## config.mk

```make
export PLATFORM = sky130hd
export DESIGN_NAME = pillow_drop_controller_flat
export DESIGN_NICKNAME = d
export VERILOG_FILES = /design/src/rtl/pillow_drop_controller_if.sv /design/src/rtl/pillow_drop_controller.sv /design/src/flat_wrapper.sv
export SDC_FILE = /design/constraint.sdc
export NUM_CORES = 1
export LEC_CHECK = 0
export CAP_MARGIN = 25
export CORE_ASPECT_RATIO = 1.2
export CORE_UTILIZATION = 55
export CTS_CLUSTER_DIAMETER = 200
export DETAILED_ROUTE_END_ITERATION = 8
export PLACE_DENSITY = 0.82
export SLEW_MARGIN = 10
export SYNTH_ARGS = -nofsm -noshare
export SYNTH_HDL_FRONTEND = slang
export SYNTH_SLANG_ARGS = --single-unit
```

## constraint.sdc

```tcl
create_clock -name clk -period 12.4 [get_ports clk]
set_clock_uncertainty 0.15 [all_clocks]
set_input_delay 1.86 -clock clk [delete_from_list [all_inputs] [get_ports clk]]
set_output_delay 1.86 -clock clk [all_outputs]
set_load 0.005 [all_outputs]
```

## src/rtl/pillow_drop_controller_if.sv

```systemverilog
// pillow_drop_controller_if: game inputs and pillow/score outputs of the pillow drop controller
interface pillow_drop_controller_if;
  logic frame_tick;
  logic [7:0] scan_code;
  logic fail;
  logic [10:0] pillow_column_begin;
  logic [10:0] pillow_column_end;
  logic [10:0] pillow_row_begin;
  logic [10:0] pillow_row_end;
  logic [15:0] score;
  logic [3:0] speed;
  logic [2:0] state;
  logic game_over;
  modport master (
    input frame_tick, scan_code, fail,
    output pillow_column_begin, pillow_column_end, pillow_row_begin, pillow_row_end,
    output score, speed, state, game_over
  );
  modport slave (
    output frame_tick, scan_code, fail,
    input pillow_column_begin, pillow_column_end, pillow_row_begin, pillow_row_end,
    input score, speed, state, game_over
  );
endinterface

```

## src/rtl/pillow_drop_controller.sv

```systemverilog
// pillow_drop_controller: spawns, drops and scores pillows; define PILLOW_PAUSE_EN to add a P-key pause state
module pillow_drop_controller #(
  parameter int SCREEN_W = 800,
  parameter int SCREEN_H = 600,
  parameter int PILLOW_W = 40,
  parameter int PILLOW_H = 40,
  parameter int SPEED_INIT = 2,
  parameter int SPEED_MAX = 12,
  parameter int SPEED_STEP = 5,
  parameter logic [15:0] LFSR_SEED = 16'hACE1
) (
  input logic clk,
  input logic reset,
  pillow_drop_controller_if.master bus
);
  typedef enum logic [2:0] {IDLE = 3'd0, RESPAWN = 3'd1, DROP = 3'd2, OVER = 3'd3, PAUSE = 3'd4} state_t;
  localparam logic [10:0] COL_SPAN = 11'(SCREEN_W - PILLOW_W);
  localparam logic [10:0] ROW_LAST = 11'(SCREEN_H - PILLOW_H);
  localparam logic [10:0] W_M1 = 11'(PILLOW_W - 1);
  localparam logic [10:0] H_M1 = 11'(PILLOW_H - 1);
  localparam logic [7:0] KEY_ENTER = 8'h5A;
  state_t state_q, state_d;
  logic [10:0] col_q, col_d, row_q, row_d, col_end_q, row_end_q;
  logic [15:0] score_q, score_d;
  logic [3:0] speed_q, speed_d;
  logic [7:0] dodge_q, dodge_d;
  logic over_q, over_d;
  logic [15:0] lfsr_q;
  logic [7:0] last_q;
  logic enter_ev, pause_ev, exited, step_hit;
  logic [10:0] raw_col, spawn_col, row_next;
  logic [7:0] dodge_inc;
  logic [3:0] speed_up;
  logic [15:0] score_inc;
  assign enter_ev = (bus.scan_code != last_q) && (bus.scan_code == KEY_ENTER);
`ifdef PILLOW_PAUSE_EN
  assign pause_ev = (bus.scan_code != last_q) && (bus.scan_code == 8'h4D);
`else
  assign pause_ev = 1'b0;
`endif
  // One conditional subtract folds the 10-bit draw into the visible span (span >= 512)
  assign raw_col = {1'b0, lfsr_q[9:0]};
  assign spawn_col = raw_col >= COL_SPAN ? raw_col - COL_SPAN : raw_col;
  assign row_next = row_q + 11'(speed_q);
  assign exited = row_next > ROW_LAST;
  assign dodge_inc = dodge_q + 8'd1;
  assign step_hit = dodge_inc == 8'(SPEED_STEP);
  assign speed_up = speed_q >= 4'(SPEED_MAX) ? speed_q : speed_q + 4'd1;
  assign score_inc = &score_q ? score_q : score_q + 16'd1;
  always_comb begin
    state_d = state_q;
    col_d = col_q;
    row_d = row_q;
    score_d = score_q;
    speed_d = speed_q;
    dodge_d = dodge_q;
    over_d = over_q;
    case (state_q)
      IDLE, OVER: if (enter_ev) begin
        score_d = 16'd0;
        dodge_d = 8'd0;
        speed_d = 4'(SPEED_INIT);
        over_d = 1'b0;
        state_d = RESPAWN;
      end
      RESPAWN: begin
        col_d = spawn_col;
        row_d = 11'd0;
        state_d = DROP;
      end
      DROP: if (bus.fail) begin
        over_d = 1'b1;
        state_d = OVER;
      end else if (pause_ev) begin
        state_d = PAUSE;
      end else if (bus.frame_tick) begin
        if (exited) begin
          score_d = score_inc;
          dodge_d = step_hit ? 8'd0 : dodge_inc;
          speed_d = step_hit ? speed_up : speed_q;
          state_d = RESPAWN;
        end else begin
          row_d = row_next;
        end
      end
      PAUSE: state_d = pause_ev ? DROP : PAUSE;
      default: state_d = IDLE;
    endcase
  end
  always_ff @(posedge clk) begin
    if (reset) begin
      state_q <= IDLE;
      col_q <= 11'd0;
      row_q <= 11'd0;
      col_end_q <= W_M1;
      row_end_q <= H_M1;
      score_q <= 16'd0;
      speed_q <= 4'(SPEED_INIT);
      dodge_q <= 8'd0;
      over_q <= 1'b0;
      lfsr_q <= LFSR_SEED;
      last_q <= 8'd0;
    end else begin
      state_q <= state_d;
      col_q <= col_d;
      row_q <= row_d;
      col_end_q <= col_d + W_M1;
      row_end_q <= row_d + H_M1;
      score_q <= score_d;
      speed_q <= speed_d;
      dodge_q <= dodge_d;
      over_q <= over_d;
      lfsr_q <= {lfsr_q[0] ^ lfsr_q[2] ^ lfsr_q[3] ^ lfsr_q[5], lfsr_q[15:1]};
      last_q <= bus.scan_code;
    end
  end
  assign bus.pillow_column_begin = col_q;
  assign bus.pillow_column_end = col_end_q;
  assign bus.pillow_row_begin = row_q;
  assign bus.pillow_row_end = row_end_q;
  assign bus.score = score_q;
  assign bus.speed = speed_q;
  assign bus.state = state_q;
  assign bus.game_over = over_q;
endmodule

```

## src/flat_wrapper.sv

```systemverilog
// flat-port wrapper written by rule: the top's interface ports become plain ports
module pillow_drop_controller_flat 
#(
  parameter int SCREEN_W = 800,
  parameter int SCREEN_H = 600,
  parameter int PILLOW_W = 40,
  parameter int PILLOW_H = 40,
  parameter int SPEED_INIT = 2,
  parameter int SPEED_MAX = 12,
  parameter int SPEED_STEP = 5,
  parameter logic [15:0] LFSR_SEED = 16'hACE1
)
  (clk, reset, bus_frame_tick, bus_scan_code, bus_fail, bus_pillow_column_begin, bus_pillow_column_end, bus_pillow_row_begin, bus_pillow_row_end, bus_score, bus_speed, bus_state, bus_game_over);
  pillow_drop_controller_if bus_i ();
  input logic clk;
  input logic reset;
  input wire logic [$bits(bus_i.frame_tick)-1:0] bus_frame_tick;
  input wire logic [$bits(bus_i.scan_code)-1:0] bus_scan_code;
  input wire logic [$bits(bus_i.fail)-1:0] bus_fail;
  output wire logic [$bits(bus_i.pillow_column_begin)-1:0] bus_pillow_column_begin;
  output wire logic [$bits(bus_i.pillow_column_end)-1:0] bus_pillow_column_end;
  output wire logic [$bits(bus_i.pillow_row_begin)-1:0] bus_pillow_row_begin;
  output wire logic [$bits(bus_i.pillow_row_end)-1:0] bus_pillow_row_end;
  output wire logic [$bits(bus_i.score)-1:0] bus_score;
  output wire logic [$bits(bus_i.speed)-1:0] bus_speed;
  output wire logic [$bits(bus_i.state)-1:0] bus_state;
  output wire logic [$bits(bus_i.game_over)-1:0] bus_game_over;
  assign bus_i.frame_tick = bus_frame_tick;
  assign bus_i.scan_code = bus_scan_code;
  assign bus_i.fail = bus_fail;
  assign bus_pillow_column_begin = bus_i.pillow_column_begin;
  assign bus_pillow_column_end = bus_i.pillow_column_end;
  assign bus_pillow_row_begin = bus_i.pillow_row_begin;
  assign bus_pillow_row_end = bus_i.pillow_row_end;
  assign bus_score = bus_i.score;
  assign bus_speed = bus_i.speed;
  assign bus_state = bus_i.state;
  assign bus_game_over = bus_i.game_over;
  pillow_drop_controller #(.SCREEN_W(SCREEN_W), .SCREEN_H(SCREEN_H), .PILLOW_W(PILLOW_W), .PILLOW_H(PILLOW_H), .SPEED_INIT(SPEED_INIT), .SPEED_MAX(SPEED_MAX), .SPEED_STEP(SPEED_STEP), .LFSR_SEED(LFSR_SEED)) u_core (.clk(clk), .reset(reset), .bus(bus_i));
endmodule
```

## Yosys cells after proc, flatten, opt, wreduce, memory -nomap -nowiden

Cells that the tools add are included.

| operators by class | value |
|---|---|
| add/sub/neg operators | 7 |
| $lt $le $gt $ge | 3 |
| equality and inequality tests | 17 |
| muxes and demuxes | 33 |
| bitwise operators | 3 |
| reduce and logical (&&, ||, !) cells | 10 |

Operator list:

| cell | count |
|---|---|
| $mux 16 | 5 |
| $mux 11 | 5 |
| $mux 8 | 5 |
| $pmux 16 s2 | 1 |
| $mux 4 | 6 |
| $add 11x6->11 const B | 2 |
| $pmux 11 s2 | 1 |
| $add 16x1->16 const B | 1 |
| $pmux 8 s2 | 1 |
| $reduce_and 16->1 | 1 |
| $mux 3 | 4 |
| $pmux 3 s4 | 1 |
| $add 11x4->11 | 1 |
| $gt 11x10->1 const B | 1 |
| $sub 10x10->11 const B | 1 |
| $ge 10x10->1 const B | 1 |
| $ne 2x2->1 const B | 5 |
| $add 8x1->8 const B | 1 |
| $eq 8x3->1 const B | 1 |
| $eq 8x7->1 const B | 1 |
| $ne 8x8->1 | 1 |
| $pmux 4 s2 | 1 |
| $reduce_and 7->1 | 1 |
| $eq 3x2->1 const B | 2 |
| other kinds (17) | 23 |

| word-level totals | value |
|---|---|
| register bits after elaboration | 100 |
| input bits | 12 |
| word-level logic and storage cells | 84 |

## Logic depth before layout (Yosys ltp)

Gate-level depths: netlist of the first run.

| depth | value |
|---|---|
| word-level depth | 7 |
| mapped depth | 15 |

## Worst setup path before layout of the first run

OpenSTA, ideal clock, no wires.

| timing path | value |
|---|---|
| path kind | in2reg |
| start | input port bus_fail |
| end | register u_core.row_end_q[10], in the netlist u_core.bus.pillow_row_end[10] |
| setup time | 123 ps |
| arrival | 3898 ps |
| data required time | 12127 ps |
| slack | 8228 ps |
| stages on the path | 10 |
| buffers on the path | 1 |
| cell sequence | nor2_1 -> and3_2 -> nand3_4 -> buf_1 -> nor2_1 -> a31oi_1 -> ha_1 -> a22o_1 -> a2111oi_4 -> mux2_1 |

| between the ends | value |
|---|---|
| word-level cells in the longest chain between the ends | 3 |

Ends and longest elaborated chain:

| element | RTL line | source |
|---|---|---|
| start: declaration | flat_wrapper.sv:19 | `input wire logic [$bits(bus_i.fail)-1:0] bus_fail;` |
| $mux 11 | pillow_drop_controller.sv:71 | `DROP: if (bus.fail) begin` |
| $pmux 11 s2 | pillow_drop_controller.sv:58 | `case (state_q)` |
| $add 11x6->11 | pillow_drop_controller.sv:108 | `row_end_q <= row_d + H_M1;` |
| end signal: assignment | pillow_drop_controller.sv:108 |  |
| end: declaration | pillow_drop_controller.sv:23 | `logic [10:0] col_q, col_d, row_q, row_d, col_end_q, row_end_q;` |

Every way passes these cells.
A chain may end at the register's enable or synchronous reset.

## Worst setup path in the final report of the first run

Same ends and word-level chain as after synthesis.

==> flow_summary.toml, run 1 <==
[status]
status = "completed"

[yosys]
synth_top_area_share_pct = 41.68
yosysWarnings = 0
async_flop_share_pct = 0
synth_area_leaders = "dfxtp_1 (42%), nor2_1 (5.5%), xnor2_1 (5.5%)"
synth_nets = 573
synth_area_mm2 = 0.004803
synth-seq-cells = 100
synth_cell_types = 67
synth_flop_cell = "dfxtp_1"
synth_edf_count = 0
syn_inst = 549
netlist.top_cell.by_area = "dfxtp_1"
avgSynthCellArea_um2 = 8.749
ys_seq_area_share_pct = 41.68

[worst_setup_path]
crit_chain = "clkdlybuf4s50_1, nor2_1, and3_2, nand3_4, nor2_1, a31oi_1, ha_1, a22o_1, a2111oi_4, mux2_1"
path_delay_family = "simple AND/OR/NAND/NOR gates"
critPathBufInv = 1
crit_path_end_kind = "register"
start_kind = "primary input"
crit_fanout = 18
crit_type = "in -> reg"
cp.required_ps = 12500
cpPeakStageDelay_ps = 500
reg2reg_slack_ps = 8170
timing.rr.end = "u_core.bus.pillow_row_end[10]"
cp_common_cell = "nor2_1"
r2r-start = "u_core.bus.speed[0]"
reg2reg_depth = 13
cpMaxStageDelayCell = "clkdlybuf4s50_1"
critPathArrivalTime_ps = 4560

[sta]
rsz0062_at_grt = "no"
whs_ps = 275.4
fmax_ghz = 0.2246
tightest_slew_ps = 946.2
setup_slack_ps = 7947
finalCritPeriodShare_pct = 35.91
hold_violations = 0
slew_headroom_pct = 36.92
finalMaxSlewViolations = 0
tns_ps = 0
setup_violations = 0
layout_min_cycle_time_ps = 4453

[placed_design]
gp_congestion = 0.9071
port-buffer-count = 79
postPlaceCellArea_mm2 = 0.005648
hpwl_mm = 7.696
dp_cells = 721
pre_cts_slack_ps = 7604

[cts]
path_clk_slew_ps = 100
numCtsBuffers = 9
cts-root-buf = "clkbuf_8"
cts_buffer_depth = 2
post_cts_buffers = 0
htreeDepth = 3
clock-sinks = 100
worstSkewPairLatency_ps = 360
cts_hold_buf = 0
tritoncts = "built"
cts_resized = 0

[worst_hold_path]
min_path_type = "reg -> reg"
worstHoldPathCells = 1
min_from = "u_core.lfsr_q[14]"
holdPathEnd = "u_core.lfsr_q[13]"

[finish]
layout-drive-gt1-share_pct = 8.065
fin_nets = 639
final_common_cell = "dfxtp_1"
diodes = 0
area_delta_synth_final_pct = 21.80
fin_util_pct = 68.68
postLayoutCellArea_mm2 = 0.005851
nFillCells = 708
final_cell_mix = "dfxtp_1 (100), clkdlybuf4s50_1 (78), nor2_1 (71)"
finalNonFillerCells = 737

[floorplanning]
die_h_um = 104.4
coreArea_mm2 = 0.008518
initial_core_util_pct = 56.39
io_pins = 80
rows = 37
die_x_um = 87.31
die_area_mm2 = 0.009113

[detailed_routing]
ant_nets = 0
vias = 4093
via_per_inst = 5.554
drt_iter0_markers = 287
drcViolationCount = 0
wl_mm = 10.62
wire_per_inst_um = 14.41
firstDrtPassIters = 5

[global_routing]
grt-ovfl-total = 0
grt_max_degree = 81
grt_pass1_vias = 3917
grt_antenna_before_repair = 0
track_usage_pct = 24.63
grt_pass1_wl_mm = 17.97

[power_and_ir_drop]
peakVddDrop_v = 0.0001228
power_mw = 0.7964
p_leak_nw = 2.148
powerDensity_mw_per_mm2 = 136.1

[flow_run]
cap_viol_max_count = 0
-- cell usage after synthesis (all sizes together) (4+ instances only) --
cell / number
dfxtp: 100
nor2: 71
xnor2: 30
a21oi: 28
nand2: 28
nor2b: 22
nor3: 21
clkbuf: 20
nand3: 19
inv: 17
xor2: 17
o21ai: 16
or2: 16
nand2b: 13
or3: 13
a31oi: 12
and3: 12
ha: 11
mux2i: 8
buf: 7
mux2: 6
nand4: 6
o211ai: 6
a211oi: 4
and2: 4
-- worst max path at each step --
| stage | endpoint | cells past startpoint | slack, ps | from |
|---|---|---|---|---|
| floorplan | u_core.bus.pillow_row_end[10] | 10 | 8230 | bus_fail |
| global placement | u_core.bus.pillow_row_end[10] | 10 | 7740 | bus_fail |
| detailed placement | u_core.bus.pillow_row_end[10] | 10 | 7600 | bus_fail |
| CTS | u_core.bus.pillow_row_end[10] | 10 | 7990 | bus_fail |
| global route | u_core.dodge_q[5] | 9 | 7750 | bus_scan_code[2] |
| finish | u_core.bus.pillow_row_end[10] | 10 | 7950 | bus_fail |
-- per-layer routing --
metal / global-route usage, % / routed length [µm] / up-vias
met2: 42.02 / 5303 / 111
met5: 0 / 0 / -
met1: 30.97 / 4583 / 1951
met4: 7.845 / 152 / 0
li1: - / - / 2016
met3: 4.524 / 581 / 15
-- state kept, by name, indices dropped and copies added, names as in the netlist --
signal	count
u_core.last_q	8
u_core.bus.pillow_column_begin	11
u_core.bus.score	16
u_core.bus.state	3
u_core.bus.pillow_row_begin	11
u_core.bus.pillow_column_end	11
u_core.lfsr_q	16
u_core.bus.pillow_row_end	11
u_core.bus.game_over	1
u_core.bus.speed	4
u_core.dodge_q	8
-- where the power goes --
group / internal (mW) / switching (mW)
Sequential: 0.352 / 0.0195
Clock: 0.0997 / 0.111
Combinational: 0.105 / 0.109
Total: 0.557 / 0.240
-- logic make-up after synthesis --
kind of cell | after synthesis | share of synthesized area (%)
AOI/OAI and AO/OA | 90 | 13.15
xor gates and xnor gates | 47 | 8.570
adders and majority gates | 12 | 3.282
buffers and inverters | 44 | 3.621
DFF | 100 | 41.68
muxes | 14 | 3.152
and+or+nand+nor | 242 | 26.54
-- layout make-up --
class	count	area, µm²	share of cell area [%]
clock buffers	11	141.4	2.417
flip-flops and latches	100	2002	34.22
clock inverters	5	61.31	1.048
repair buffers	82	808.3	13.82
multi-input cells	405	2628	44.91
well taps	117	146.4	2.502
inverters	17	63.81	1.091
Note: power is estimated with default switching activity, not from simulation.
==> run 2, diff against run 1 <==
--- a/config.mk
+++ b/config.mk
@@ -7,10 +7,10 @@
 export LEC_CHECK = 0
 export CAP_MARGIN = 25
 export CORE_ASPECT_RATIO = 1.2
-export CORE_UTILIZATION = 55
+export CORE_UTILIZATION = 48
 export CTS_CLUSTER_DIAMETER = 200
 export DETAILED_ROUTE_END_ITERATION = 8
-export PLACE_DENSITY = 0.82
+export PLACE_DENSITY = 0.76
 export SLEW_MARGIN = 10
 export SYNTH_ARGS = -nofsm -noshare
 export SYNTH_HDL_FRONTEND = slang
==> constraint.sdc (replaced) <==
create_clock -name clk -period 3.8 [get_ports clk]
set_clock_uncertainty 0.15 [all_clocks]
set_input_delay 0.57 -clock clk [delete_from_list [all_inputs] [get_ports clk]]
set_output_delay 0.57 -clock clk [all_outputs]
set_load 0.005 [all_outputs]
==> flow_summary.toml, run 2 (synthesis gave the netlist of run 1 again) <==
[global_routing]
grt-ovfl-total = 0
grt_pass1_vias = 3910
track_usage_pct = 22.48
grt_antenna_before_repair = 0
grt_pass1_wl_mm = 18.64
grt_max_degree = 59

[floorplanning]
die_h_um = 111.6
rows = 39
die_x_um = 93.32
coreArea_mm2 = 0.009613
die_area_mm2 = 0.01041
io_pins = 80
initial_core_util_pct = 49.97

[power_and_ir_drop]
powerDensity_mw_per_mm2 = 483.7
peakVddDrop_v = 0.0002680
p_leak_nw = 2.276

[finish]
nFillCells = 781
final_cell_mix = "dfxtp_1 (98), clkdlybuf4s50_1 (78), nor2_1 (71)"
diodes = 0
area_delta_synth_final_pct = 29.41
final_common_cell = "dfxtp_1"
layout-drive-gt1-share_pct = 12.87
postLayoutCellArea_mm2 = 0.006216
fin_nets = 656
multiInputGateArea_mm2 = 0.002715
seqCellArea_mm2 = 0.002007

[cts]
numCtsBuffers = 9
htreeDepth = 3
cts-root-buf = "clkbuf_16"
path_clk_slew_ps = 70
clock-sinks = 100
worstSkewPairLatency_ps = 340
cts_hold_buf = 0
cts_buffer_depth = 2
tritoncts = "built"

[sta]
hold_violations = 0
whs_ps = 263.3
setup_violations = 0
finalMaxSlewViolations = 0
layout_min_cycle_time_ps = 3739
slew_headroom_pct = 52.27
finalCritPeriodShare_pct = 98.39
tightest_slew_ps = 715.9
fmax_ghz = 0.2675

[worst_setup_path]
cp.required_ps = 3880
start_kind = "register"
crit_type = "reg -> reg"
critPathArrivalTime_ps = 3820
crit_path_end_kind = "register"
crit_fanout = 5
reg2reg_slack_ps = 60

[status]
status = "completed"

[detailed_routing]
vias = 4199
wl_mm = 11.49
firstDrtPassIters = 5
drt_iter0_markers = 283
drcViolationCount = 0
via_per_inst = 5.525
ant_nets = 0
wire_per_inst_um = 15.12

[flow_run]
cap_viol_max_count = 0

[placed_design]
port-buffer-count = 79
hpwl_mm = 7.996
postPlaceCellArea_mm2 = 0.005731
gp_congestion = 0.8597

[worst_hold_path]
min_path_type = "reg -> reg"
==> run 2: cell count changes in the layout (fill, tap and decap cells not counted), sizes merged <==
| cell | before | now |
|---|---|---|
| clkbuf | 11 | 9 |
| buf | 4 | 20 |
| inv | 17 | 18 |
| bufinv | 1 | 3 |
| clkinv | 4 | 1 |
| nand3 | 19 | 20 |
| clkinvlp | 0 | 2 |
==> run 2: path summary, 6_finish.rpt <==
kind | depth (start not counted) | to | start
worst min-delay path | 1 | u_core.lfsr_q[13] | u_core.lfsr_q[14]
worst max-delay path | 12 | u_core.bus.pillow_row_end[10] | u_core.bus.pillow_row_begin[0]
worst max register to register | 12 | u_core.bus.pillow_row_end[10] | u_core.bus.pillow_row_begin[0]
worst min register to register | 1 | u_core.lfsr_q[13] | u_core.lfsr_q[14]
==> run 2: cell type report <==
| class | instances | share of cell area [%] |
|---|---|---|
| multi-input cells | 406 | 43.68 |
| flip-flops and latches | 100 | 32.29 |
| repair buffers | 98 | 14.94 |
| clock buffers | 9 | 3.623 |
| well taps | 123 | 2.476 |
| clock inverters | 7 | 1.973 |
| inverters | 17 | 1.027 |
==> run 2: repair_timing <==
item | CTS | global route
resized for setup | 2 | 16
hold endpoints to repair | 0 | 0
gates cloned | 0 | 1
setup buffers | 2 | 5
setup endpoints to repair | 2 | 1
pin swaps | 3 | 9
==> run 2: power by group <==
group / total (mW) / internal (mW) / switching, mW
combinational: 0.738 / 0.364 / 0.373
clock: 1.06 / 0.647 / 0.409
sequential: 1.21 / 1.15 / 0.0630
total: 3.01 / 2.16 / 0.845
==> run 2: through the flow <==
| step | setup WS [ps] | setup TNS, ps | instances | util [%] | total power, mW |
|---|---|---|---|---|---|
| global route | -25.37 | -25.37 | 760 | 64.66 | 3.146 |
| floorplan | 5.449 | 0 | 549 | - | 1.643 |
| CTS | 52.12 | 0 | 754 | 63.45 | 3.011 |
| global placement | 128.3 | 0 | 736 | 59.61 | 1.942 |
| detailed placement | 9.051 | 0 | 736 | 59.61 | 1.952 |
| finish | 61.19 | 0 | 760 | 64.66 | 3.007 |
==> run 2: layer usage <==
| metal | vias to the layer above | track usage, % | share of wire (%) |
|---|---|---|---|
| met1 | 1992 | 28.95 | 43 |
| met2 | 116 | 37.06 | 50 |
| li1 | 2069 | - | - |
| met5 | - | 0 | 0 |
| met4 | 0 | 8.718 | 2.3 |
| met3 | 22 | 4.167 | 3.9 |
==> run 2: critical path, cell delays in order (launching register included) <==
cell       delay (ps)
dfxtp_4           360
ha_4              170
fa_2              420
a211oi_4          290
buf_4             180
or2_4             130
a211oi_4           60
o21ai_4           240
nand3_2           150
or3_4             430
mux2_4            340
a2111oi_4         390
mux2_4            330
==> run 3, diff against run 2 <==
--- a/config.mk
+++ b/config.mk
@@ -6,12 +6,13 @@
 export NUM_CORES = 1
 export LEC_CHECK = 0
 export CAP_MARGIN = 25
+export CELL_PAD_IN_SITES_DETAIL_PLACEMENT = 0
+export CELL_PAD_IN_SITES_GLOBAL_PLACEMENT = 1
 export CORE_ASPECT_RATIO = 1.2
-export CORE_UTILIZATION = 48
+export CORE_UTILIZATION = 36
 export CTS_CLUSTER_DIAMETER = 200
 export DETAILED_ROUTE_END_ITERATION = 8
-export PLACE_DENSITY = 0.76
-export SLEW_MARGIN = 10
+export PLACE_DENSITY_LB_ADDON = 0.1
 export SYNTH_ARGS = -nofsm -noshare
 export SYNTH_HDL_FRONTEND = slang
 export SYNTH_SLANG_ARGS = --single-unit
==> flow_summary.toml, run 3 (synthesis gave the netlist of run 1 again) <==
[status]
status = "completed"

[worst_setup_path]
cpPeakStageDelay_ps = 440
crit_chain = "ha_4, fa_2, a211oi_4, buf_6, or2_4, a211oi_2, o21ai_2, nand3_4, or3_4, mux2_4, a2111oi_4, mux2_1"
crit_type = "reg -> reg"
start_kind = "register"
critPathArrivalTime_ps = 3800
reg2reg_slack_ps = 90
r2r-start = "u_core.bus.pillow_row_begin[0]"
reg2reg_depth = 12
cpMaxStageDelayCell = "or3_4"
crit_fanout = 7
crit_path_end_kind = "register"
timing.rr.end = "u_core.bus.pillow_row_end[10]"
cp.required_ps = 3890

[detailed_routing]
via_per_inst = 5.070
drcViolationCount = 0
wire_per_inst_um = 14.79
vias = 4107
wl_mm = 11.98
firstDrtPassIters = 4
drt_iter0_markers = 178
ant_nets = 0

[floorplanning]
die_area_mm2 = 0.01381
coreArea_mm2 = 0.01284
rows = 45
initial_core_util_pct = 37.42
io_pins = 80
die_x_um = 107.4
die_h_um = 128.5

[power_and_ir_drop]
powerDensity_mw_per_mm2 = 456.7
peakVddDrop_v = 0.0003060
p_leak_nw = 2.296
power_mw = 2.852

[cts]
cts_hold_buf = 0
numCtsBuffers = 9
cts-root-buf = "clkbuf_16"
cts_buffer_depth = 2
path_clk_slew_ps = 70
tritoncts = "built"
htreeDepth = 3
clock-sinks = 100
worstSkewPairLatency_ps = 350

[sta]
whs_ps = 266.2
rsz0062_at_grt = "yes"
finalCritPeriodShare_pct = 97.50
hold_violations = 0
slew_headroom_pct = 59.88
setup_slack_ps = 94.89
setup_violations = 0
tns_ps = 0
fmax_ghz = 0.2699
layout_min_cycle_time_ps = 3705
tightest_slew_ps = 601.8
finalMaxSlewViolations = 0

[finish]
fin_nets = 665
fin_util_pct = 48.66
final_common_cell = "dfxtp_1"
finalNonFillerCells = 810
nFillCells = 1264
layout-drive-gt1-share_pct = 13.31
area_delta_synth_final_pct = 30.03
postLayoutCellArea_mm2 = 0.006246
diodes = 0
final_cell_mix = "dfxtp_1 (98), clkdlybuf4s50_1 (78), nor2_1 (71)"

[worst_hold_path]
holdPathEnd = "u_core.lfsr_q[13]"
min_from = "u_core.lfsr_q[14]"
min_path_type = "reg -> reg"
worstHoldPathCells = 1

[placed_design]
pre_cts_slack_ps = -34.03
hpwl_mm = 8.567
gp_congestion = 0.8394
port-buffer-count = 79
postPlaceCellArea_mm2 = 0.005834
dp_cells = 784

[global_routing]
grt_antenna_before_repair = 0
track_usage_pct = 18.43
grt_pass1_vias = 4039
grt_pass1_wl_mm = 19.85
grt-ovfl-total = 0
grt_max_degree = 50

[flow_run]
cap_viol_max_count = 0
run 3: cell types whose count changed in the layout (fill, tap and decap cells not counted), sizes merged:
cell	before	now
clkinvlp	2	1
bufinv	3	0
clkinv	1	2
buf	20	30
nand3	20	19
clkbuf	9	12
run 3: metal layers:
layer | GRT usage, % | vias up | part of all wire [%]
li1 | - | 2090 | -
met1 | 23.44 | 1935 | 47
met2 | 29.56 | 71 | 46
met3 | 4.053 | 11 | 4.6
met4 | 8.944 | 0 | 1.9
met5 | 0 | - | 0
run 3: how the worst max path moves through the flow:
stage | cells past startpoint | start | endpoint
2_1_floorplan | 13 | u_core.bus.speed[0] | u_core.bus.pillow_row_end[10]
5_1_grt | 11 | u_core.bus.pillow_row_begin[0] | u_core.bus.pillow_row_end[10]
4_1_cts | 12 | u_core.bus.speed[0] | u_core.bus.pillow_row_end[10]
6_report | 12 | u_core.bus.pillow_row_begin[0] | u_core.bus.pillow_row_end[10]
3_3_place_gp | 12 | u_core.bus.speed[0] | u_core.bus.pillow_row_end[10]
3_5_place_dp | 12 | u_core.bus.speed[0] | u_core.bus.pillow_row_end[10]
run 3: worst max-delay path: cells and delay by family, from the launching register on:
| kind | cells | cell delay [ps] |
|---|---|---|
| AND/OR/NAND/NOR | 3 | 700 |
| multiplexers | 2 | 680 |
| flip-flops | 1 | 340 |
| adder cells (fa/ha/maj) | 2 | 580 |
| buffers and inverters | 1 | 160 |
| AO/OA/AOI/OAI | 4 | 980 |
run 3: layout make-up:
| cell class | instances | area [µm²] | area share, % |
|---|---|---|---|
| inverter | 17 | 63.81 | 1.022 |
| multi-input combinational | 405 | 2685 | 42.99 |
| sequential | 100 | 2004 | 32.09 |
| clock inverter | 4 | 33.78 | 0.5409 |
| timing repair buffer | 108 | 1007 | 16.13 |
| tap | 164 | 205.2 | 3.285 |
| clock buffer | 12 | 246.5 | 3.946 |
run 3: report_power, final:
part	switching [mW]	internal, mW
registers	0.0635	1.15
logic	0.376	0.377
clock network	0.417	0.468
total	0.856	2.00
run 3: repair_timing:
action                     4_1_cts  5_1_grt
buffers inserted                 2        8
setup endpoints to repair        1        3
pin swaps                        3       11
resized for setup                1       12
